`config.mk`:
```
export PLATFORM = sky130hd
export DESIGN_NAME = mem_burst_reader
export DESIGN_NICKNAME = d
export VERILOG_FILES = /design/src/rtl/mem_burst_reader.sv
export SDC_FILE = /design/constraint.sdc
export NUM_CORES = 1
export LEC_CHECK = 0
export ABC_AREA = 1
export CORE_ASPECT_RATIO = 1.1
export CORE_UTILIZATION = 24
export CTS_CLUSTER_SIZE = 24
export DETAILED_ROUTE_END_ITERATION = 16
export PLACE_DENSITY = 0.47
export SKIP_CTS_REPAIR_TIMING = 1
export SLEW_MARGIN = 40
export SYNTH_ARGS = -nofsm -noshare
export SYNTH_HDL_FRONTEND = slang
export SYNTH_SLANG_ARGS = --single-unit
```
`constraint.sdc`:
```
create_clock -name clk -period 2.3 [get_ports clk]
set_input_delay 0.46 -clock clk [delete_from_list [all_inputs] [get_ports clk]]
set_output_delay 0.46 -clock clk [all_outputs]
set_load 0.02 [all_outputs]
```
`src/rtl/mem_burst_reader.sv`:
```
// Sequential burst reader: walks a contiguous, wrapping address range through a
// combinational memory read port and streams the bytes out over valid/ready.
`timescale 1ns/1ps
module mem_burst_reader #(
  parameter int AW = 8,
  parameter int DW = 8
) (
  input  logic          clk,
  input  logic          rst_n,
  input  logic          start,
  input  logic [AW-1:0] base_addr,
  input  logic [AW:0]   len,
  output logic [AW-1:0] mem_addr,
  output logic          mem_wr_en,
  input  logic [DW-1:0] mem_rd_data,
  output logic [DW-1:0] out_data,
  output logic          out_valid,
  input  logic          out_ready,
  output logic          out_last,
  output logic          busy,
  output logic          done
);

  typedef enum logic [1:0] {
    ST_IDLE  = 2'd0,
    ST_READ  = 2'd1,
    ST_DRAIN = 2'd2
  } state_t;

  localparam logic [AW:0]   LEN_MAX  = {1'b1, {AW{1'b0}}};
  localparam logic [AW:0]   LEN_ZERO = {(AW+1){1'b0}};
  localparam logic [AW:0]   REM_ONE  = {{AW{1'b0}}, 1'b1};
  localparam logic [AW-1:0] PTR_ONE  = {{(AW-1){1'b0}}, 1'b1};

  state_t        state_r;
  state_t        next_state_s;
  logic [AW-1:0] ptr_r;
  logic [AW:0]   remaining_r;
  logic [AW:0]   len_clamped_s;
  logic          load_s;
  logic          accept_s;
  logic [DW-1:0] out_data_r;
  logic          out_valid_r;
  logic          out_last_r;
  logic          done_r;
  logic          zero_pend_r;

  // Length clamp, handshake qualifiers and next-state selection.
  always_comb begin
    len_clamped_s = (len > LEN_MAX) ? LEN_MAX : len;
    load_s        = !out_valid_r || out_ready;
    accept_s      = out_valid_r && out_ready;
    next_state_s  = state_r;
    case (state_r)
      ST_IDLE: begin
        if (start && (len_clamped_s != LEN_ZERO)) next_state_s = ST_READ;
        else                                      next_state_s = ST_IDLE;
      end
      ST_READ: begin
        if (load_s && (remaining_r == REM_ONE)) next_state_s = ST_DRAIN;
        else                                    next_state_s = ST_READ;
      end
      ST_DRAIN: begin
        if (accept_s) next_state_s = ST_IDLE;
        else          next_state_s = ST_DRAIN;
      end
      default: next_state_s = ST_IDLE;
    endcase
  end

  // State register.
  always_ff @(posedge clk or negedge rst_n) begin
    if (!rst_n) state_r <= ST_IDLE;
    else        state_r <= next_state_s;
  end

  // Pointer, byte counter and registered stream outputs. A zero-length
  // request is delayed one cycle so done lands where an N=0 burst would put it.
  always_ff @(posedge clk or negedge rst_n) begin
    if (!rst_n) begin
      ptr_r       <= {AW{1'b0}};
      remaining_r <= LEN_ZERO;
      out_data_r  <= {DW{1'b0}};
      out_valid_r <= 1'b0;
      out_last_r  <= 1'b0;
      done_r      <= 1'b0;
      zero_pend_r <= 1'b0;
    end else begin
      done_r      <= zero_pend_r;
      zero_pend_r <= 1'b0;
      case (state_r)
        ST_IDLE: begin
          if (start) begin
            if (len_clamped_s == LEN_ZERO) begin
              zero_pend_r <= 1'b1;
            end else begin
              ptr_r       <= base_addr;
              remaining_r <= len_clamped_s;
            end
          end
        end
        ST_READ: begin
          if (load_s) begin
            out_data_r  <= mem_rd_data;
            out_valid_r <= 1'b1;
            out_last_r  <= (remaining_r == REM_ONE);
            ptr_r       <= ptr_r + PTR_ONE;
            remaining_r <= remaining_r - REM_ONE;
          end
        end
        ST_DRAIN: begin
          if (accept_s) begin
            out_valid_r <= 1'b0;
            out_last_r  <= 1'b0;
            done_r      <= 1'b1;
          end
        end
        default: begin
          out_valid_r <= 1'b0;
          out_last_r  <= 1'b0;
        end
      endcase
    end
  end

  assign mem_addr  = ptr_r;
  assign mem_wr_en = 1'b0;
  assign out_data  = out_data_r;
  assign out_valid = out_valid_r;
  assign out_last  = out_last_r;
  assign busy      = (state_r != ST_IDLE);
  assign done      = done_r;

endmodule

```
==> results of run 1 <==
## per-stage QoR
stage | total power, W | setup WS (ns) | cell area (sq um)
after floorplan | 0.00215 | 0.840 | 1890
after global placement | 0.00279 | 0.245 | 2500
after detailed placement | 0.00279 | 0.262 | 2500
after CTS | 0.00330 | 0.247 | 2600
after global routing | 0.00357 | 0.202 | 2600
final | 0.00325 | 0.277 | 2600
## synthesized netlist by cell type, drive strengths merged
cell type | count | area (sq um)
a31oi | 1 | 6.26
conb | 1 | 3.75
ha | 3 | 37.5
o21ai | 12 | 60.1
nor3 | 2 | 10.0
dfrtp | 31 | 776
nand4 | 6 | 37.5
mux2i | 1 | 10.0
nand2 | 129 | 494
o21bai | 1 | 7.51
inv | 28 | 110
buf | 7 | 48.8
clkbuf | 1 | 3.75
a21oi | 1 | 5.00
nand3 | 25 | 125
a31o | 1 | 8.76
nor2 | 23 | 121
or2 | 2 | 12.5
xor2 | 1 | 8.76
o21a | 1 | 7.51
## power groups by stage
stage,clock [W],combinational [W],sequential (W)
floorplan,0,0.00103,0.00112
global placement,0,0.00178,0.00102
detailed placement,0,0.00178,0.00101
CTS,0.000508,0.00179,0.00101
global route,0.000530,0.00200,0.00104
finish,0.000486,0.00176,0.00100
## logic make-up (layout without fill, tap and decap cells)
family / count (synthesis) / count (layout)
and+or+nand+nor: 187 / 187
buffers and inverters: 36 / 88
DFF: 31 / 31
AOI/OAI and AO/OA: 17 / 17
adders and majority gates: 3 / 3
other: 1 / 1
xor gates and xnor gates: 1 / 1
muxes: 1 / 1
## layer usage
layer / global-route usage / vias up
li1: - / 960
met1: 0.153 / 828
met2: 0.224 / 30
met3: 0.0286 / 3
met4: 0.0500 / 0
met5: 0 / -
## sequential cells by signal, summed over array words and instances (netlist names)
name,flops
out_data,8
mem_addr,8
zero_pend_r,1
out_valid,1
state_r,2
out_last,1
remaining_r,9
done,1
## final cells by class
class / instances / share of cell area
clock buffer: 7 / 0.0371
clock inverter: 1 / 0.00289
inverter: 28 / 0.0423
multi-input combinational: 210 / 0.368
sequential: 31 / 0.298
tap: 105 / 0.0505
timing repair buffer: 52 / 0.201
## final timing paths
check / cells after the start / slack, ns / end
worst max register to register: 9 / 0.78 / mem_addr[2]
worst min-delay path: 1 / 0.44 / done
max in group asynchronous: 2 / 1.44 / mem_addr[5]
worst min register to register: 1 / 0.44 / done
worst max-delay path: 3 / 0.28 / busy
min in group asynchronous: 2 / 0.57 / remaining_r[7]
==> results_dict.tcl, run 1 <==
set metrics [dict create \
    path_cells "nor2_1, inv_1, clkdlybuf4s50_1" \
    die_x_microns 86.7 \
    clock-sinks 31 \
    m1WireLength_microns 2200 \
    syn2layout_area_growth_pct 37.3 \
    rows 33 \
    critical_path.endpoint_type "primary output" \
    relSlewSlack 0.645 \
    hold_ws_ns 0.440 \
    synth_compound_area_frac 0.0502 \
    final_cell_mix "nand2_1 (127), clkdlybuf4s50_1 (48), dfrtp_1 (31)" \
    instances_no_fill 434 \
    p_sw_frac 0.454 \
    cpPeakStageDelay_ns 0.54 \
    top_layer "met4" \
    tightestPinTransition_ns 0.527 \
    grtUsageTotal 0.128 \
    grt_max_degree 32 \
    drc 0 \
    setup_tns_ns 0 \
    period_minus_slack_ns 2.02 \
    cp.required_ns 1.84 \
    dieArea_sq_mm 0.00825 \
    vias_per_cell 4.20 \
    regArea_sq_um 776 \
    hold_path_class "flop to flop" \
    ir_drop_uv 477 \
    syn_inst 277 \
    dieHeight_microns 95.2 \
    critPathBufInv 2 \
    netlist-cell-type-count 30 \
    drtPass1Iterations 4 \
    root_buffer "clkbuf_8" \
    clkPwrFrac 0.150 \
    fin_skew_ns 0.00378 \
    met3_length_microns 170 \
    dr_wl_met2_microns 2430 \
    cts-buffers-inserted 5 \
    grt_setup_unrepaired "no" \
    grt_overflow 0 \
    via_count 1821 \
    rr_startpoint "state_r[1]" \
    clock.fmax_mhz 494 \
    ctsHtreeMaxLevel 2 \
    combinationalPowerShare 0.541 \
    worstPathArrival_ns 1.56 \
    dp_cells 426 \
    synthAdderAreaFrac 0.0198 \
    core_sq_mm 0.00756 \
    port_buffers 48 \
    synth-seq-area-share 0.410 \
    critPathMaxFanout 3 \
    p_per_area_mw_per_mm2 1250 \
    grt_pass1_wl_microns 8120 \
    grt_pass1_vias 1759 \
    setup_viol_count_final 0 \
    cts_buffer_depth 2 \
    nFillCells 813 \
    syn_nets 309 \
    io_pins 50 \
    avgSynthCellArea_sq_um 6.84 \
    power.leakage_nw 1.31 \
    drtIter0Drc 62 \
    cp-startpoint "state_r[1]" \
    dp_hpwl_microns 3630 \
    p_int_w 0.00177 \
    path_clk_slew_ns 0.07 \
    drv_cap 0 \
    synth_top_family_by_area "simple AND/OR/NAND/NOR gates" \
    wl_microns 4820 \
    fin_util 0.344 \
    final_common_cell "nand2_1" \
    avgRoutedWirePerCell_microns 11.1 \
    syn_area_sq_mm 0.00189 \
    drive_above_1_share 0.0729 \
    pwr-share-seq 0.309 \
    path_class "flop to primary output" \
    start_util 0.251 \
    antenna_found_initial 0 \
    period_share 0.880 \
    muxShareOfSynthArea 0.00528 \
    synthSimpleGateAreaFrac 0.423 \
    ys_ff_latch 31 \
    clkLatencyLatePin_ns 0.29 \
    multi_input_area_sq_um 956 \
    final-hold-violation-count 0 \
    cp_slowest_cell "clkdlybuf4s50_1" \
    synth-xor-area-share 0.00462 \
    ant_nets 0 \
    final_nets 360 \
    finalMaxSlewViolations 0 \
    p_sw_w 0.00148 \
    place.gp.congestion 0.811 \
    cts_tree "yes" \
    ys_warn_count 0 \
    worstHoldStart "zero_pend_r" \
    diodes 0 \
    run_status "complete, no violations" \
    cpLargestDelayFamily "buffers and inverters" \
    startpoint_type "flop" \
]
No activity file was read; power rests on OpenSTA's default activity.
==> run 2, diff against run 1 <==
--- a/config.mk
+++ b/config.mk
@@ -7,6 +7,7 @@
 export LEC_CHECK = 0
 export ABC_AREA = 1
 export CORE_ASPECT_RATIO = 1.1
+export CORE_MARGIN = 3
 export CORE_UTILIZATION = 24
 export CTS_CLUSTER_SIZE = 24
 export DETAILED_ROUTE_END_ITERATION = 16
==> run 2 against run 1 <==
  * Sequential power about the same
  * Clock power is 6.8% higher
  * Die area increased by 9.0%
  * Highest routed layer unchanged
==> results_dict.tcl, run 2 (same netlist as run 1, synthesis figures left out) <==
set metrics [dict create \
    grt_overflow 0 \
    period_minus_slack_ns 2.00 \
    avgRoutedWirePerCell_microns 11.4 \
    tightestPinTransition_ns 0.526 \
    dieHeight_microns 99.2 \
    grtUsageTotal 0.116 \
    ctsHtreeMaxLevel 2 \
    pwr-share-seq 0.307 \
    finalMaxSlewViolations 0 \
    combinationalPowerShare 0.535 \
    place.gp.congestion 0.882 \
    drtIter0Drc 87 \
    core_sq_mm 0.00756 \
    p_sw_w 0.00147 \
    grt_max_degree 32 \
    top_register "remaining_r" \
    p_int_w 0.00182 \
    critPathMaxFanout 3 \
    setup_tns_ns 0 \
    ant_nets 0 \
    run_status "complete, no violations" \
    worstPathArrival_ns 1.54 \
    clock.fmax_mhz 500 \
    cts_tree "yes" \
    final-hold-violation-count 0 \
    die_x_microns 90.7 \
    drc 0 \
    syn2layout_area_growth_pct 37.2 \
    path_class "flop to primary output" \
    cts-buffers-inserted 5 \
    start_util 0.251 \
    final_cell_mix "nand2_1 (127), clkdlybuf4s50_1 (48), dfrtp_1 (31)" \
    grt_pass1_vias 1803 \
    ir_drop_uv 502 \
    io_pins 50 \
    relSlewSlack 0.645 \
    vias_per_cell 4.18 \
    cts_buffer_depth 2 \
    drv_cap 0 \
    grt_setup_unrepaired "no" \
    grt_pass1_wl_microns 8400 \
    diodes 0 \
    largest_reg_flops 9 \
    critical_path.endpoint_type "primary output" \
    p_per_area_mw_per_mm2 1260 \
    root_buffer "clkbuf_8" \
    rows 33 \
    setup_viol_count_final 0 \
    drive_above_1_share 0.0671 \
    power.leakage_nw 1.31 \
    wl_microns 4940 \
    final_common_cell "nand2_1" \
    startpoint_type "flop" \
    clkPwrFrac 0.158 \
    final_nets 360 \
    clkLatencyLatePin_ns 0.28 \
    antenna_found_initial 0 \
    total_power_w 0.00329 \
    via_count 1812 \
    period_share 0.869 \
    dp_hpwl_microns 3740 \
    cp.required_ns 1.84 \
    clock-sinks 31 \
    hold_path_class "flop to flop" \
    path_clk_slew_ns 0.06 \
    dieArea_sq_mm 0.00900 \
    port_buffers 48 \
    drtPass1Iterations 4 \
    p_sw_frac 0.447 \
    fin_skew_ns 0.00206 \
]
## run 2: changes by cell type in the layout (fill, tap and decap cells not counted)
| cell | previous run | this run |
|---|---|---|
| clkinvlp_4 | 1 | 0 |
| clkbuf_1 | 0 | 1 |
| clkbuf_8 | 7 | 5 |
| bufinv_16 | 0 | 1 |
## run 2: worst paths after layout
check	endpoint	cells past startpoint	slack, ns	start
worst min register to register	done	1	0.45	zero_pend_r
worst max register to register	mem_addr[1]	9	0.78	out_valid
max in group asynchronous	state_r[0]	2	1.43	rst_n
min in group asynchronous	mem_addr[2]	2	0.58	rst_n
worst min-delay path	done	1	0.45	zero_pend_r
worst max-delay path	busy	3	0.30	state_r[1]
## run 2: through the flow
step	instances	setup slack [ns]	util	area, sq um	hold WS [ns]
final	433	0.302	0.344	2600	0.451
after global routing	433	0.159	0.344	2600	0.481
after detailed placement	426	0.240	0.330	2500	0.441
after CTS	433	0.282	0.344	2600	0.458
after global placement	426	0.240	0.330	2500	0.427
after floorplan	277	0.840	-	1890	0.164
## run 2: area by class of cell
class,instances,area [sq um]
clock inverter,1,30.0
sequential,31,776
clock buffer,6,72.6
multi-input combinational,210,956
fill,812,4960
inverter,28,110
timing repair buffer,52,523
tap,105,131
## run 2: metal layers
metal / vias to the layer above / track usage / share of wire
met5: - / 0 / 0
met4: 0 / 0.0389 / 0.0057
met3: 3 / 0.0250 / 0.031
met2: 35 / 0.200 / 0.51
met1: 813 / 0.143 / 0.45
li1: 961 / - / -
## run 2: power by group through the flow
stage          Sequential, W  Clock (W)  Combinational [W]
5_1_grt              0.00105   0.000563            0.00200
4_1_cts              0.00101   0.000534            0.00179
6_report             0.00101   0.000519            0.00176
2_1_floorplan        0.00112          0            0.00103
3_3_place_gp         0.00103          0            0.00178
3_5_place_dp         0.00102          0            0.00178
## run 2: worst max-delay path: stages, from the launching register on
cell	delay, ns
dfrtp_1	0.45
nor2_1	0.19
inv_1	0.08
clkdlybuf4s50_1	0.54
==> run 3, diff against run 2 <==
--- a/config.mk
+++ b/config.mk
@@ -11,7 +11,7 @@
 export CORE_UTILIZATION = 24
 export CTS_CLUSTER_SIZE = 24
 export DETAILED_ROUTE_END_ITERATION = 16
-export PLACE_DENSITY = 0.47
+export PLACE_DENSITY = 0.49
 export SKIP_CTS_REPAIR_TIMING = 1
 export SLEW_MARGIN = 40
 export SYNTH_ARGS = -nofsm -noshare
==> constraint.sdc (replaced) <==
create_clock -name clk -period 1.62 [get_ports clk]
set_input_delay 0.324 -clock clk [delete_from_list [all_inputs] [get_ports clk]]
set_output_delay 0.324 -clock clk [all_outputs]
set_load 0.02 [all_outputs]
==> run 3 against run 2 <==
  * Hold slack lost 0.042 ns
  * Final cell count increased by 5.1%
  * Clock-buffer cell count rose by 1
  * Die area did not move
  * Non-clock buffer count grew 21
  * Sequential power up 35%
  * Power increased by 42%
  * Global-route usage is 0.90 points higher
  * Critical path depth decreased by 2
  * Sequential share of layout area fell by 1.9 points
  * Clock skew up 0.0022 ns
==> results_dict.tcl, run 3 (same netlist as run 1, synthesis figures left out) <==
set metrics [dict create \
    path_clk_slew_ns 0.07 \
    ant_nets 0 \
    drc 0 \
    via_count 1909 \
    place.gp.congestion 0.814 \
    worstPathArrival_ns 1.25 \
    run_status "complete, no violations" \
    drv_cap 0 \
    fin_util 0.368 \
    antenna_found_initial 0 \
    vias_per_cell 4.20 \
    largest_reg_flops 9 \
    drive_above_1_share 0.123 \
    final_nets 381 \
    grt_max_degree 32 \
    critPathBufInv 1 \
    postPlaceCellArea_sq_mm 0.00267 \
    hold_path_class "primary input to async pin" \
    cp.required_ns 1.30 \
    syn2layout_area_growth_pct 46.8 \
    clock-sinks 31 \
    cts_tree "yes" \
    clock.fmax_mhz 634 \
    r2r_end "state_r[0]" \
    cpLargestDelayFamily "buffers and inverters" \
    power.leakage_nw 1.54 \
    dieHeight_microns 99.2 \
    dpl_worst_slack_ns -0.0916 \
    top_layer "met4" \
    startpoint_type "flop" \
    r2r_cells 7 \
    design_area_sq_mm 0.00278 \
    cp_slowest_cell "clkdlybuf4s50_1" \
    port_buffers 48 \
    cpPeakStageDelay_ns 0.62 \
    start_util 0.251 \
    die_x_microns 90.7 \
    ir_drop_uv 632 \
    avgRoutedWirePerCell_microns 11.4 \
    r2r_setup_slack_ns 0.22 \
    top_register "remaining_r" \
    final-hold-violation-count 0 \
    cts-buffers-inserted 5 \
    path_class "flop to primary output" \
    worst_slack_ns 0.0433 \
    period_minus_slack_ns 1.58 \
    io_pins 50 \
    fin_skew_ns 0.00430 \
    critical_path.endpoint_type "primary output" \
    drtIter0Drc 38 \
    wl_microns 5180 \
    path_cells "clkdlybuf4s50_1" \
    diodes 0 \
    cts_buffer_depth 2 \
    grtUsageTotal 0.125 \
    core_sq_mm 0.00756 \
    p_per_area_mw_per_mm2 1670 \
    grt_overflow 0 \
    dr_wl_met2_microns 2340 \
    critPathMaxFanout 2 \
    grt_setup_unrepaired "no" \
    ctsHtreeMaxLevel 2 \
    grt_pass1_wl_microns 9070 \
    met3_length_microns 386 \
    grt_pass1_vias 2015 \
    dp_hpwl_microns 3950 \
    root_buffer "clkbuf_8" \
    m1WireLength_microns 2320 \
    final_common_cell "nand2_1" \
    final_cell_mix "nand2_1 (127), clkdlybuf4s50_1 (35), dfrtp_1 (31)" \
    drtPass1Iterations 4 \
    finalMaxSlewViolations 0 \
    rows 33 \
    setup_viol_count_final 0 \
    clkLatencyLatePin_ns 0.29 \
    period_share 0.973 \
    rr_startpoint "remaining_r[1]" \
    total_power_w 0.00466 \
    dieArea_sq_mm 0.00900 \
]
run 3: cell types whose count changed in the layout (fill, tap and decap cells not counted), sizes merged:
cell	delta
clkbuf	+1
clkinv	+1
buf	+21
dlymetal6s2s	+13
bufinv	-1
clkdlybuf4s50	-13
run 3: power by group:
group	total, W	switching [W]	internal, W	leakage [nW]
Combinational	0.00269	0.00156	0.00114	1.11
Clock	0.000602	0.000301	0.000301	0.0422
Sequential	0.00136	0.000268	0.00109	0.388
run 3: through the flow:
step / hold WS [ns] / cells / setup TNS (ns)
6_report: 0.409 / 455 / 0
5_1_grt: 0.428 / 455 / 0
4_1_cts: 0.417 / 455 / -0.427
3_5_place_dp: 0.442 / 447 / -1.18
3_3_place_gp: 0.428 / 447 / -1.11
2_1_floorplan: 0.0284 / 277 / 0
run 3: worst max-delay path by stage:
stage                start          end  slack, ns  cells past startpoint
6_report       out_data[5]  out_data[5]       0.04                      1
3_5_place_dp        len[8]  mem_addr[1]      -0.09                      9
5_1_grt           out_last     out_last      0.005                      1
2_1_floorplan    out_valid  mem_addr[0]       0.16                     10
3_3_place_gp        len[8]  mem_addr[1]      -0.09                      9
4_1_cts         state_r[0]         busy      -0.19                      3
run 3: cell type report:
| class | instances | area (sq um) |
|---|---|---|
| flip-flops and latches | 31 | 776 |
| well taps | 105 | 131 |
| clock inverters | 1 | 5.00 |
| multi-input cells | 210 | 956 |
| fillers | 833 | 4780 |
| repair buffers | 73 | 726 |
| clock buffers | 7 | 76.3 |
| inverters | 28 | 110 |
run 3: per-layer routing:
metal | GRT usage | vias to the layer above
met5 | 0 | -
met4 | 0.0506 | 0
met3 | 0.0439 | 12
met2 | 0.213 | 59
met1 | 0.143 | 833
li1 | - | 1005
